## src/rtl/ddr_pkg.sv

```systemverilog
// Shared types for the DDR note scheduler: lane index, FSM states and note slot record.
package ddr_pkg;

  localparam int unsigned NUM_LANES = 4;

  typedef logic [1:0] lane_t;

  typedef enum logic [1:0] {
    StIdle,
    StScan,
    StDone
  } state_e;

  typedef struct packed {
    logic       valid;
    lane_t      lane;
    logic [9:0] y;
  } slot_t;

endpackage

```

## src/rtl/ddr_btn_latch.sv

```systemverilog
// Per-lane button rising-edge latch. A new edge sets pend; clear requests drop it,
// but a set in the same cycle wins so no press is ever lost.
module ddr_btn_latch
  import ddr_pkg::*;
(
  input  logic                 clk_i,
  input  logic                 rst_i,
  input  logic [NUM_LANES-1:0] btn_i,
  input  logic [NUM_LANES-1:0] clr_i,
  output logic [NUM_LANES-1:0] pend_o
);

  logic [NUM_LANES-1:0] btn_prev_q, btn_prev_d;
  logic [NUM_LANES-1:0] pend_q, pend_d;

  // Edge detect and set-over-clear pending update.
  always_comb begin
    btn_prev_d = btn_i;
    pend_d     = (pend_q & ~clr_i) | (btn_i & ~btn_prev_q);
  end

  // Button history and pending flags.
  always_ff @(posedge clk_i or posedge rst_i) begin
    if (rst_i) begin
      btn_prev_q <= '0;
      pend_q     <= '0;
    end else begin
      btn_prev_q <= btn_prev_d;
      pend_q     <= pend_d;
    end
  end

  assign pend_o = pend_q;

endmodule

```

## src/rtl/ddr_note_sched.sv

```systemverilog
// Frame-sequenced note scheduler: note table, once-per-frame scan for fall/hit/miss,
// and a registered per-pixel "note here?" query for the VGA colour mux.
// Optional feature: define DDR_NOTE_SCHED_SCORE_EN to build the saturating hit score counter.
module ddr_note_sched
  import ddr_pkg::*;
#(
  parameter int unsigned SLOTS    = 8,
  parameter int unsigned SPEED    = 2,
  parameter int unsigned NOTE_H   = 16,
  parameter int unsigned LANE_W   = 60,
  parameter int unsigned HIT_Y    = 400,
  parameter int unsigned HIT_WIN  = 16,
  parameter int unsigned SCREEN_H = 480
) (
  input  logic        i_pixclk,
  input  logic        i_rst,
  input  logic        i_frame_tick,
  input  logic        i_spawn_valid,
  input  logic [1:0]  i_spawn_lane,
  output logic        o_spawn_ready,
  input  logic [3:0]  i_btn,
  input  logic [9:0]  i_x,
  input  logic [9:0]  i_y,
  output logic        o_note_px,
  output logic [1:0]  o_note_lane,
  output logic        o_hit_pulse,
  output logic        o_miss_pulse,
  output logic        o_busy,
  output logic [15:0] o_score
);

  localparam int unsigned IdxW = $clog2(SLOTS);

  state_e               state_q, state_d;
  logic [IdxW-1:0]      idx_q, idx_d;
  slot_t                slot_q [SLOTS];
  slot_t                slot_d [SLOTS];
  logic                 hit_q, hit_d, miss_q, miss_d;
  logic                 px_q, px_d;
  lane_t                lane_q, lane_d;

  logic                 scan_en, done, spawn_acc, any_free;
  logic [IdxW-1:0]      free_idx;
  logic [NUM_LANES-1:0] pend, clr_mask, btn_clr;
  slot_t                cur;
  logic [10:0]          ny;
  logic                 in_win;

  ddr_btn_latch u_btn_latch (
    .clk_i  (i_pixclk),
    .rst_i  (i_rst),
    .btn_i  (i_btn),
    .clr_i  (btn_clr),
    .pend_o (pend)
  );

  // DONE wipes every pending press; a hit only consumes its own lane.
  assign btn_clr = done ? {NUM_LANES{1'b1}} : clr_mask;

  // FSM state register.
  always_ff @(posedge i_pixclk or posedge i_rst) begin
    if (i_rst) state_q <= StIdle;
    else       state_q <= state_d;
  end

  // FSM next state: a tick starts the scan, one slot per cycle, then a single DONE cycle.
  always_comb begin
    state_d = state_q;
    unique case (state_q)
      StIdle:  if (i_frame_tick) state_d = StScan;
      StScan:  if (idx_q == IdxW'(SLOTS - 1)) state_d = StDone;
      StDone:  state_d = StIdle;
      default: state_d = StIdle;
    endcase
  end

  // FSM outputs and handshake.
  always_comb begin
    scan_en       = (state_q == StScan);
    done          = (state_q == StDone);
    o_busy        = (state_q != StIdle);
    o_spawn_ready = (state_q == StIdle) && any_free;
    spawn_acc     = i_spawn_valid && o_spawn_ready;
  end

  // Lowest free slot, found by scanning downward so the lowest index is assigned last.
  always_comb begin
    any_free = 1'b0;
    free_idx = '0;
    for (int i = int'(SLOTS) - 1; i >= 0; i--) begin
      if (!slot_q[i].valid) begin
        any_free = 1'b1;
        free_idx = IdxW'(i);
      end
    end
  end

  // Slot update: fall / hit / miss for the scanned slot, or spawn write while idle.
  always_comb begin
    slot_d   = slot_q;
    hit_d    = 1'b0;
    miss_d   = 1'b0;
    clr_mask = '0;
    idx_d    = idx_q;
    cur      = slot_q[idx_q];
    ny       = {1'b0, cur.y} + 11'(SPEED);
    in_win   = (32'(cur.y) + HIT_WIN >= HIT_Y) && (32'(cur.y) <= HIT_Y + HIT_WIN);

    if (state_q == StIdle && i_frame_tick) idx_d = '0;
    if (scan_en) idx_d = idx_q + 1'b1;

    if (scan_en && cur.valid) begin
      if (pend[cur.lane] && in_win) begin
        slot_d[idx_q].valid = 1'b0;
        hit_d               = 1'b1;
        clr_mask[cur.lane]  = 1'b1;
      end else if (32'(ny) >= SCREEN_H) begin
        slot_d[idx_q].valid = 1'b0;
        miss_d              = 1'b1;
      end else begin
        slot_d[idx_q].y = ny[9:0];
      end
    end

    if (spawn_acc) begin
      slot_d[free_idx].valid = 1'b1;
      slot_d[free_idx].lane  = i_spawn_lane;
      slot_d[free_idx].y     = '0;
    end
  end

  // Pixel query: lowest-index valid note covering (i_x, i_y).
  always_comb begin
    px_d   = 1'b0;
    lane_d = '0;
    for (int i = int'(SLOTS) - 1; i >= 0; i--) begin
      if (slot_q[i].valid &&
          32'(i_x) >= LANE_W * 32'(slot_q[i].lane) &&
          32'(i_x) <  LANE_W * (32'(slot_q[i].lane) + 1) &&
          32'(i_y) >= 32'(slot_q[i].y) &&
          32'(i_y) <  32'(slot_q[i].y) + NOTE_H) begin
        px_d   = 1'b1;
        lane_d = slot_q[i].lane;
      end
    end
  end

  // Datapath registers.
  always_ff @(posedge i_pixclk or posedge i_rst) begin
    if (i_rst) begin
      for (int i = 0; i < int'(SLOTS); i++) slot_q[i] <= '0;
      idx_q  <= '0;
      hit_q  <= 1'b0;
      miss_q <= 1'b0;
      px_q   <= 1'b0;
      lane_q <= '0;
    end else begin
      slot_q <= slot_d;
      idx_q  <= idx_d;
      hit_q  <= hit_d;
      miss_q <= miss_d;
      px_q   <= px_d;
      lane_q <= lane_d;
    end
  end

  assign o_hit_pulse  = hit_q;
  assign o_miss_pulse = miss_q;
  assign o_note_px    = px_q;
  assign o_note_lane  = lane_q;

`ifdef DDR_NOTE_SCHED_SCORE_EN
  logic [15:0] score_q, score_d;

  // Saturating hit counter.
  always_comb begin
    score_d = score_q;
    if (hit_q && score_q != 16'hFFFF) score_d = score_q + 16'd1;
  end

  // Score register.
  always_ff @(posedge i_pixclk or posedge i_rst) begin
    if (i_rst) score_q <= '0;
    else       score_q <= score_d;
  end

  assign o_score = score_q;
`else
  assign o_score = '0;
`endif

endmodule

```

## config.mk

```make
export PLATFORM = sky130hd
export DESIGN_NAME = ddr_note_sched
export DESIGN_NICKNAME = d
export VERILOG_FILES = /design/src/rtl/ddr_pkg.sv /design/src/rtl/ddr_btn_latch.sv /design/src/rtl/ddr_note_sched.sv
export SDC_FILE = /design/constraint.sdc
export NUM_CORES = 1
export LEC_CHECK = 0
export ABC_AREA = 1
export BUFFER_PORTS_ARGS = -buffer_cell sky130_fd_sc_hd__clkbuf_2
export CORE_ASPECT_RATIO = 0.7
export CORE_MARGIN = 4
export CORE_UTILIZATION = 55
export CTS_CLUSTER_DIAMETER = 150
export DETAILED_ROUTE_END_ITERATION = 10
export PLACE_DENSITY = 0.8
export SKIP_LAST_GASP = 1
export SLEW_MARGIN = 30
export SYNTH_ARGS = -nofsm -noshare
export SYNTH_HDL_FRONTEND = slang
export SYNTH_SLANG_ARGS = --single-unit
```

## constraint.sdc

```tcl
create_clock -name i_pixclk -period 4.9 [get_ports i_pixclk]
set_input_delay 0.245 -clock i_pixclk [delete_from_list [all_inputs] [get_ports i_pixclk]]
set_output_delay 0.245 -clock i_pixclk [all_outputs]
set_load 0.1 [all_outputs]
```

* Word-level counts from Yosys, hierarchy flattened
Index checks and enable logic that the tools add are counted.
Storage, ports and cells: input bits 30, register bits after elaboration 122, logic and storage cells 236
Operators by class: mux-type cells 71, $mul 16, bitwise logic cells 7, order comparisons 41, reductions and logical operators 45, $add $sub $neg 19, equal/unequal tests 5
Operators by type and width (count):
- $bwmux W104 | 5
- $mux W104 | 4
- $demux W13 S3 | 5
- $add A10 B5 Y11 const B | 9
- $lt A10 B11 Y1 | 8
- $ge A10 B10 Y1 | 8
- $ge A10 B8 Y1 | 8
- $lt A10 B9 Y1 | 8
- $mul A4 B3 Y7 const A | 8
- $mux W13 | 4
- $mul A4 B2 Y6 const A | 8
- $logic_and A1 B1 Y1 | 41
- $bmux W13 S3 | 1
- $mux W3 | 10
- $add A2 B1 Y3 const B | 8
- $mux W1 | 23
- $ge A11 B9 Y1 const B | 2
- $mux W10 | 2
- $mux W2 | 10
- $mux W12 | 1
- $mux W4 | 3
- $add A10 B2 Y11 const B | 1
- $le A10 B9 Y1 const B | 1
- $and A4 B4 Y4 | 2
- other kinds (19) | 24

* Logic depth before layout (Yosys ltp)
Gate-level depths: netlist of the first run.
word-level depth 17, gate-level depth with buffers 23

* Modules after synthesis
A second synthesis of the first run with hierarchy kept.
Second synthesis, totals: cells, all modules 2042, area total of the unflattened synthesis 14277.4 um2
Modules (own cells, without submodules):
- ddr_note_sched | times used 1, cells an instance 2013, area each 13998.4 um2, seq. area each 2852.7 um2
- ddr_btn_latch | times used 1, cells an instance 29, area each 279.0 um2, seq. area each 200.2 um2

* Worst setup path after synthesis of the first run
OpenSTA, ideal clock, no wires.
kind reg-to-reg, from register slot_q[36] (netlist bit), to register lane_q[1] (netlist: o_note_lane[1]), setup slack 1.879 ns, data required time 4.823 ns, path buffers 0, data arrival time 2.944 ns, cell stages (with the launch flop) 22, path through dfrtp_1 -> inv_1 -> ha_1 -> ha_1 -> fa_1 -> or2_2 -> nand2_1 -> xnor2_1 -> ha_1 -> nand2_1 -> inv_1 -> nand2_1 -> nand2_1 -> nand2_1 -> nand3_1 -> nor2_1 -> a21oi_1 -> nand2_1 -> nand2_1 -> nand2_1 -> nand2_1 -> a21oi_1
Between the ends: cells in the longest elaborated chain, start to end 12
Ends and longest elaborated chain:
- start: declaration | line ddr_note_sched.sv:36 | slot_t slot_q [SLOTS];
- start signal: assignment | line ddr_note_sched.sv:158 | slot_q <= slot_d;
- $add A2 B1 Y3 or $mul A4 B2 Y6 (tied branches) | line ddr_note_sched.sv:139, ddr_note_sched.sv:138
- $mul A4 B3 Y7 or $ge A10 B8 Y1 (tied branches) | line ddr_note_sched.sv:139, ddr_note_sched.sv:138
- $lt A10 B9 Y1 or $logic_and A1 B1 Y1 (tied branches) | line ddr_note_sched.sv:139, ddr_note_sched.sv:137
- $logic_and A1 B1 Y1 * | line ddr_note_sched.sv:138 | 32'(i_x) >= LANE_W * 32'(slot_q[i].lane) &&
- $logic_and A1 B1 Y1 * | line ddr_note_sched.sv:139 | 32'(i_x) < LANE_W * (32'(slot_q[i].lane) + 1) &&
- $logic_and A1 B1 Y1 * | line ddr_note_sched.sv:140 | 32'(i_y) >= 32'(slot_q[i].y) &&
- $mux W2 * (6 in series) | line ddr_note_sched.sv:137 | if (slot_q[i].valid &&
- net lane_d[1] | line ddr_note_sched.sv:40 | lane_t lane_q, lane_d;
- end signal: assignment | line ddr_note_sched.sv:163 | lane_q <= lane_d;
- end: declaration | line ddr_note_sched.sv:40
The timed path passes the listed nets; every way through them passes the cells marked *. A chain may end at the register's enable or synchronous reset.

==> results of run 1 <==
state kept, by name, indices dropped and copies added (netlist names):
signal and flops:
slot_q 104, u_btn_latch.btn_prev_q 4, u_btn_latch.pend_o 4, idx_q 3, o_note_lane 2, state_q 2, o_hit_pulse 1, o_miss_pulse 1
o_note_px 1
cell families (layout without fill, tap and decap cells):
| family | after synthesis | in the layout | share of synthesized area |
|---|---|---|---|
| buf+inv | 358 | 376 | 0.108 |
| other cells | 1 | 21 | 0.000254 |
| flops | 122 | 122 | 0.207 |
| xor+xnor | 47 | 47 | 0.0279 |
| simple gates | 1084 | 1084 | 0.315 |
| compound gates | 237 | 237 | 0.0929 |
| fa+ha+maj | 292 | 292 | 0.250 |
worst min path at each step:
stage                           endpoint  slack, ps  cells after the start
2_1_floorplan  u_btn_latch.btn_prev_q[0]        280                      0
3_3_place_gp   u_btn_latch.btn_prev_q[0]        370                      1
3_5_place_dp   u_btn_latch.btn_prev_q[0]        370                      1
4_1_cts                       slot_q[54]          5                      2
5_1_grt                       slot_q[54]         40                      2
6_report                      slot_q[54]        -30                      2
cell type report:
class                      instances  area [sq um]
clock buffer                      18           429
fill                            2400         10300
inverter                         297          1120
sequential                       122          3050
tap                              357           447
clock inverter                    14           220
timing repair buffer              47           273
multi-input combinational       1681         10200
placed cells by master, fill, tap and decap left out, drive strengths merged, types with 2 or more instances in the layout:
master | netlist | layout
o31a | 2 | 2
nor3b | 4 | 4
nand4 | 52 | 52
o21ai | 78 | 78
nand2 | 645 | 645
clkbuf | 8 | 54
xor2 | 25 | 25
dfrtp | 122 | 122
a31oi | 8 | 8
nand3 | 93 | 93
or2 | 5 | 5
nor2 | 245 | 245
nand3b | 10 | 10
ha | 288 | 288
dlygate4sd3 | 0 | 4
conb | 1 | 21
a21boi | 3 | 3
a21oi | 89 | 89
o21a | 8 | 8
fa | 4 | 4
a21o | 9 | 9
bufinv | 0 | 5
o2111ai | 3 | 3
xnor2 | 22 | 22
o31ai | 4 | 4
a211oi | 10 | 10
o22ai | 4 | 4
nor3 | 21 | 21
buf | 53 | 7
nor4 | 7 | 7
clkinv | 0 | 6
o21bai | 17 | 17
inv | 297 | 299
worst register-to-register path, stage by stage, from the launching register on:
cell	delay (ps)
dfrtp_2	360
buf_4	610
nand2_1	260
o21ai_0	170
nand2_1	100
nand2_1	80
nand2_1	50
nand2_1	200
ha_1	250
nand3_1	90
nand2_1	70
nand2_1	400
nand3_1	310
nor2_4	80
nor2_8	540
nand3_4	320
nand2_1	140
nand2_1	60
nor2_1	120
power by group:
group	total [mW]	switching [mW]	internal, mW
clock	1.44	0.534	0.907
sequential	1.92	0.505	1.41
combinational	6.91	4.69	2.22
per-layer routing:
| layer | global-route usage | vias to the layer above | share of wire |
|---|---|---|---|
| met3 | 0.0787 | 74 | 0.12 |
| li1 | - | 6926 | - |
| met2 | 0.435 | 742 | 0.41 |
| met4 | 0.0812 | 2 | 0.019 |
| met5 | 0 | - | 0.00028 |
| met1 | 0.473 | 6772 | 0.45 |
per-stage QoR:
stage / hold WS, ps / area (sq um) / total power [mW] / worst slack [ps]
2_1_floorplan: 276 / 14800 / 6.89 / 1410
5_1_grt: 39.8 / 15700 / 11.2 / 318
4_1_cts: 4.65 / 15700 / 10.1 / 816
6_report: -29.2 / 15700 / 10.3 / 637
3_3_place_gp: 370 / 15000 / 8.27 / 912
3_5_place_dp: 374 / 15000 / 8.56 / 870
==> impl_metrics.tcl, run 1 <==
set metrics [dict create \
    clock_path_buffers 2 \
    final_util 0.604 \
    crit_cells 18 \
    synth-main-ff-cell "dfrtp_1" \
    drc 0 \
    hold_path.class "input pin to asynchronous set/reset pin" \
    drt_wl_total_mm 46.3 \
    r2r-end "slot_q[31]" \
    io_pins 53 \
    clock_latency_ps 440 \
    hold-worst-slack_ps -29.2 \
    cp_top_family "simple AND/OR/NAND/NOR gates" \
    synth_top_area_share 0.244 \
    crit_required_ps 5260 \
    status "finished, violations left" \
    cts_setup_buffers 0 \
    ctsHoldBuffers 4 \
    syn_area_sq_um 14800 \
    setup_violations 0 \
    num_vias 14500 \
    cts_resized 0 \
    path_clk_slew_ps 60 \
    worst_pin_slew_ps 1010 \
    drive_above_1_share 0.0532 \
    drtIter0Drc 1801 \
    cp_num_buf_inv 1 \
    synth_seq_area_share 0.207 \
    hold_violations 28 \
    p_per_area_nw_per_um2 653 \
    cts_made_buffers 17 \
    fin_crit_sh 0.870 \
    area_growth_pct 6.65 \
    synthArstFlopShare 1.00 \
    grt_usage 0.310 \
    ys_ff_latch 122 \
    reg2reg_depth 18 \
    wl_per_cell_um 18.3 \
    synth_cell_type_count 47 \
    place_congestion 0.980 \
    cap_violations 0 \
    cp_common_cell "nand2_1" \
    yosys_warnings 0 \
    critPathMaxStageDelay_ps 610 \
    die_h_um 145 \
    slew_violations 0 \
    clock-sinks 122 \
    cp-end-kind "register" \
    synth.top_cells.by_count "633 x nand2_1, 294 x inv_1, 288 x ha_1, 239 x nor2_1, 122 x dfrtp_1" \
    reg2reg_from "idx_q[0]" \
    crit_chain "buf_4, nand2_1, o21ai_0, nand2_1, nand2_1, nand2_1, nand2_1, ha_1, nand3_1, nand2_1, nand2_1, nand3_1, nor2_4, nor2_8, nand3_4, nand2_1, nand2_1, nor2_1" \
    first_pass_iters 6 \
    fin_cells 2536 \
    grt_pass1_wl_mm 73.2 \
    rsz0062_at_grt "no" \
    fp-row-count 49 \
    ir_worst_vdd_v 0.000385 \
    cts_max_level 4 \
    port_buffers 36 \
    cp-startpoint "idx_q[0]" \
    grt_max_degree 75 \
    synth_edf_count 0 \
    core_sq_um 26100 \
    dp_hpwl_mm 34.6 \
    fin_crit_ps 4260 \
    tritoncts "yes" \
    die_area_sq_um 29500 \
    synth.top_cells.by_area "ha_1 24%, dfrtp_1 21%, nand2_1 16%" \
    synth_most_common_cell "nand2_1" \
    grt_remaining_overflow 0 \
    synth_area_per_cell_sq_um 6.89 \
    slew_headroom 0.322 \
    crit_end "slot_q[31]" \
    ant_nets 0 \
    die_width_um 204 \
    yosysTopAreaCell "ha_1" \
    fmax_mhz 235 \
    diodes 0 \
    syn_inst 2141 \
    initial_core_util 0.566 \
    r2r_slack_ps 640 \
    leakagePower_nw 8.82 \
    slowest_stage "buf_4" \
    finalClockSkew_ps 11.0 \
    cp-start-kind "register" \
    grt_pass1_vias 13400 \
    cts_root_buffer "clkbuf_16" \
    path_class "register to register" \
    nets 2488 \
    antenna_found_initial 1 \
    cp_max_fo 74 \
    arrival_ps 4620 \
    setup_tns_ps 0 \
    vias_per_cell 5.72 \
    violations "hold timing" \
    placedCellCount 2500 \
]
Power figures use the tool's default switching activity.
==> run 2: changes to the inputs <==
SETUP_SLACK_MARGIN = 0.15   (was default)
SYNTH_HIERARCHICAL = 1   (was default)
==> run 2 against run 1 <==
  * The flow now finishes without violations
  * Fmax grew 4.5%
  * Synthesized area shrank 3.2%
  * Clock power shrank 11%
  * Power shrank 6.9%
  * First-iteration DRC count shrank 19%
  * Sequential power is essentially flat
  * Clock skew shrank 3.6 ps
  * Worst hold slack gained 130 ps
  * Core utilization shrank 0.82 points
  * Wire length shrank 7.2%
  * Global-route usage shrank 1.5 points
  * Register-to-register slack gained 180 ps
  * Largest cell class unchanged
  * Largest power group unchanged
==> impl_metrics.tcl, run 2 <==
set metrics [dict create \
    layout_commonest_cell "nand2_1" \
    synth-main-ff-cell "dfrtp_1" \
    die_area_sq_um 28600 \
    cts_root_buffer "clkbuf_16" \
    cap_violations 0 \
    setup_tns_ps 0 \
    synth_area_per_cell_sq_um 6.99 \
    cp-start-kind "register" \
    dp_hpwl_mm 33.0 \
    clock_latency_ps 430 \
    rsz0062_at_grt "no" \
    grt_pass1_vias 12700 \
    initial_core_util 0.557 \
    arrival_ps 4430 \
    synth.top_cells.by_count "511 x nand2_1, 316 x inv_1, 288 x ha_1, 211 x nor2_1, 122 x dfrtp_1" \
    synth_cell_type_count 51 \
    tritoncts "yes" \
    syn_inst 2042 \
    vias_per_cell 5.72 \
    syn_area_sq_um 14300 \
    yosysTopAreaCell "ha_1" \
    synth.top_cells.by_area "ha_1 25%, dfrtp_1 21%, nand2_1 13%" \
    p_per_area_nw_per_um2 627 \
    hold-worst-slack_ps 102 \
    path_class "register to register" \
    synth_edf_count 0 \
    fmax_mhz 245 \
    mostFrequentLayoutCells "511 x nand2_1, 315 x inv_1, 288 x ha_1" \
    port_buffers 36 \
    io_pins 53 \
    core_sq_um 25600 \
    hold_path.class "input pin to register" \
    ir_worst_vdd_v 0.000369 \
    hold_violations 0 \
    grt_max_degree 65 \
    place_congestion 1.01 \
    crit_required_ps 5250 \
    grt_pass1_wl_mm 67.6 \
    antenna_found_initial 0 \
    grt_remaining_overflow 0 \
    grt_usage 0.296 \
    worst_pin_slew_ps 929 \
    drtIter0Drc 1451 \
    diodes 0 \
    area_growth_pct 6.91 \
    status "completed" \
    nets 2394 \
    num_vias 13800 \
    die_h_um 143 \
    setup_violations 0 \
    ys_ff_latch 122 \
    ant_nets 0 \
    cp_max_fo 43 \
    synth_seq_area_share 0.214 \
    die_width_um 201 \
    path_clk_slew_ps 60 \
    slew_headroom 0.372 \
    cts_max_level 4 \
    clock-sinks 122 \
    largest_reg_flops 104 \
    first_pass_iters 5 \
    top_register "slot_q" \
    fin_crit_ps 4080 \
    drt_wl_total_mm 43.0 \
    cp-end-kind "register" \
    wl_per_cell_um 17.8 \
    synthArstFlopShare 1.00 \
    drive_above_1_share 0.0514 \
    clock_path_buffers 2 \
    slew_violations 0 \
    yosys_warnings 6 \
    leakagePower_nw 8.47 \
    synth_top_area_share 0.252 \
    drc 0 \
    fp-row-count 49 \
    finalClockSkew_ps 7.37 \
    fin_crit_sh 0.833 \
    synth_most_common_cell "nand2_1" \
    cts_made_buffers 17 \
    final_util 0.596 \
]
[run 2: cell types whose count changed after synthesis, sizes merged, moves of 9 or more]
cell	delta
nand2	-126
nor2	-30
inv	+26
o21ai	+19
o22ai	+19
buf	-9
[run 2: kinds of logic after synthesis]
family / share of synthesized area
xor gates and xnor gates: 0.0294
and+or+nand+nor: 0.273
adders and majority gates: 0.258
buffers and inverters: 0.110
DFF: 0.214
other: 0.000263
AOI/OAI and AO/OA: 0.115
[run 2: timing repair]
item,4_1_cts,5_1_grt
hold endpoints to repair,12,0
resized for setup,0,0
endpoints found under the setup margin,0,0
hold buffers,5,0
setup buffers,0,0
[run 2: worst paths after layout]
path,start,to,slack [ps],depth (start not counted)
max in group asynchronous,i_rst,slot_q[10],3130,4
worst min-delay path,i_frame_tick,state_q[0],100,3
min in group asynchronous,i_rst,u_btn_latch/pend_o[1],320,3
worst max register to register,idx_q[0],slot_q[66],820,15
worst max-delay path,idx_q[0],slot_q[66],820,15
worst min register to register,u_btn_latch/btn_prev_q[0],u_btn_latch/pend_o[0],470,3
[run 2: per-stage QoR]
stage,instances,instance area [sq um],worst slack (ps),total power [mW]
after global placement,2379,14600,1090,7.83
after floorplan,2062,14400,991,6.50
after CTS,2414,15300,948,9.40
after detailed placement,2379,14600,997,8.07
final,2414,15300,820,9.56
after global routing,2414,15300,465,10.5
[run 2: metal layers]
layer | vias up | global-route usage | part of all wire
li1 | 6661 | - | -
met1 | 6394 | 0.430 | 0.45
met2 | 666 | 0.445 | 0.42
met3 | 84 | 0.0615 | 0.10
met4 | 0 | 0.0901 | 0.027
met5 | - | 0 | 0
[run 2: worst max-delay path: stages (launching register included)]
cell,delay (ps)
dfrtp_2,840
buf_4,330
nand3_2,220
o22ai_1,320
nor2_1,80
nand2_1,230
inv_1,140
nand3_1,100
nand2_1,60
o21ai_1,150
nor2_1,80
nand2_2,570
nand3_1,520
nand2_1,180
inv_1,50
nor2_1,110
[run 2: layout make-up]
class | instances | area [sq um]
clock inverter | 8 | 121
clock buffer | 22 | 454
fill | 2353 | 10400
tap | 331 | 414
sequential | 122 | 3050
timing repair buffer | 45 | 273
multi-input combinational | 1562 | 9730
inverter | 324 | 1220
[run 2: report_power, final]
part	total, mW	internal (mW)	switching (mW)
sequential	1.91	1.40	0.505
clock	1.28	0.804	0.477
combinational	6.38	2.09	4.29
total	9.56	4.30	5.27
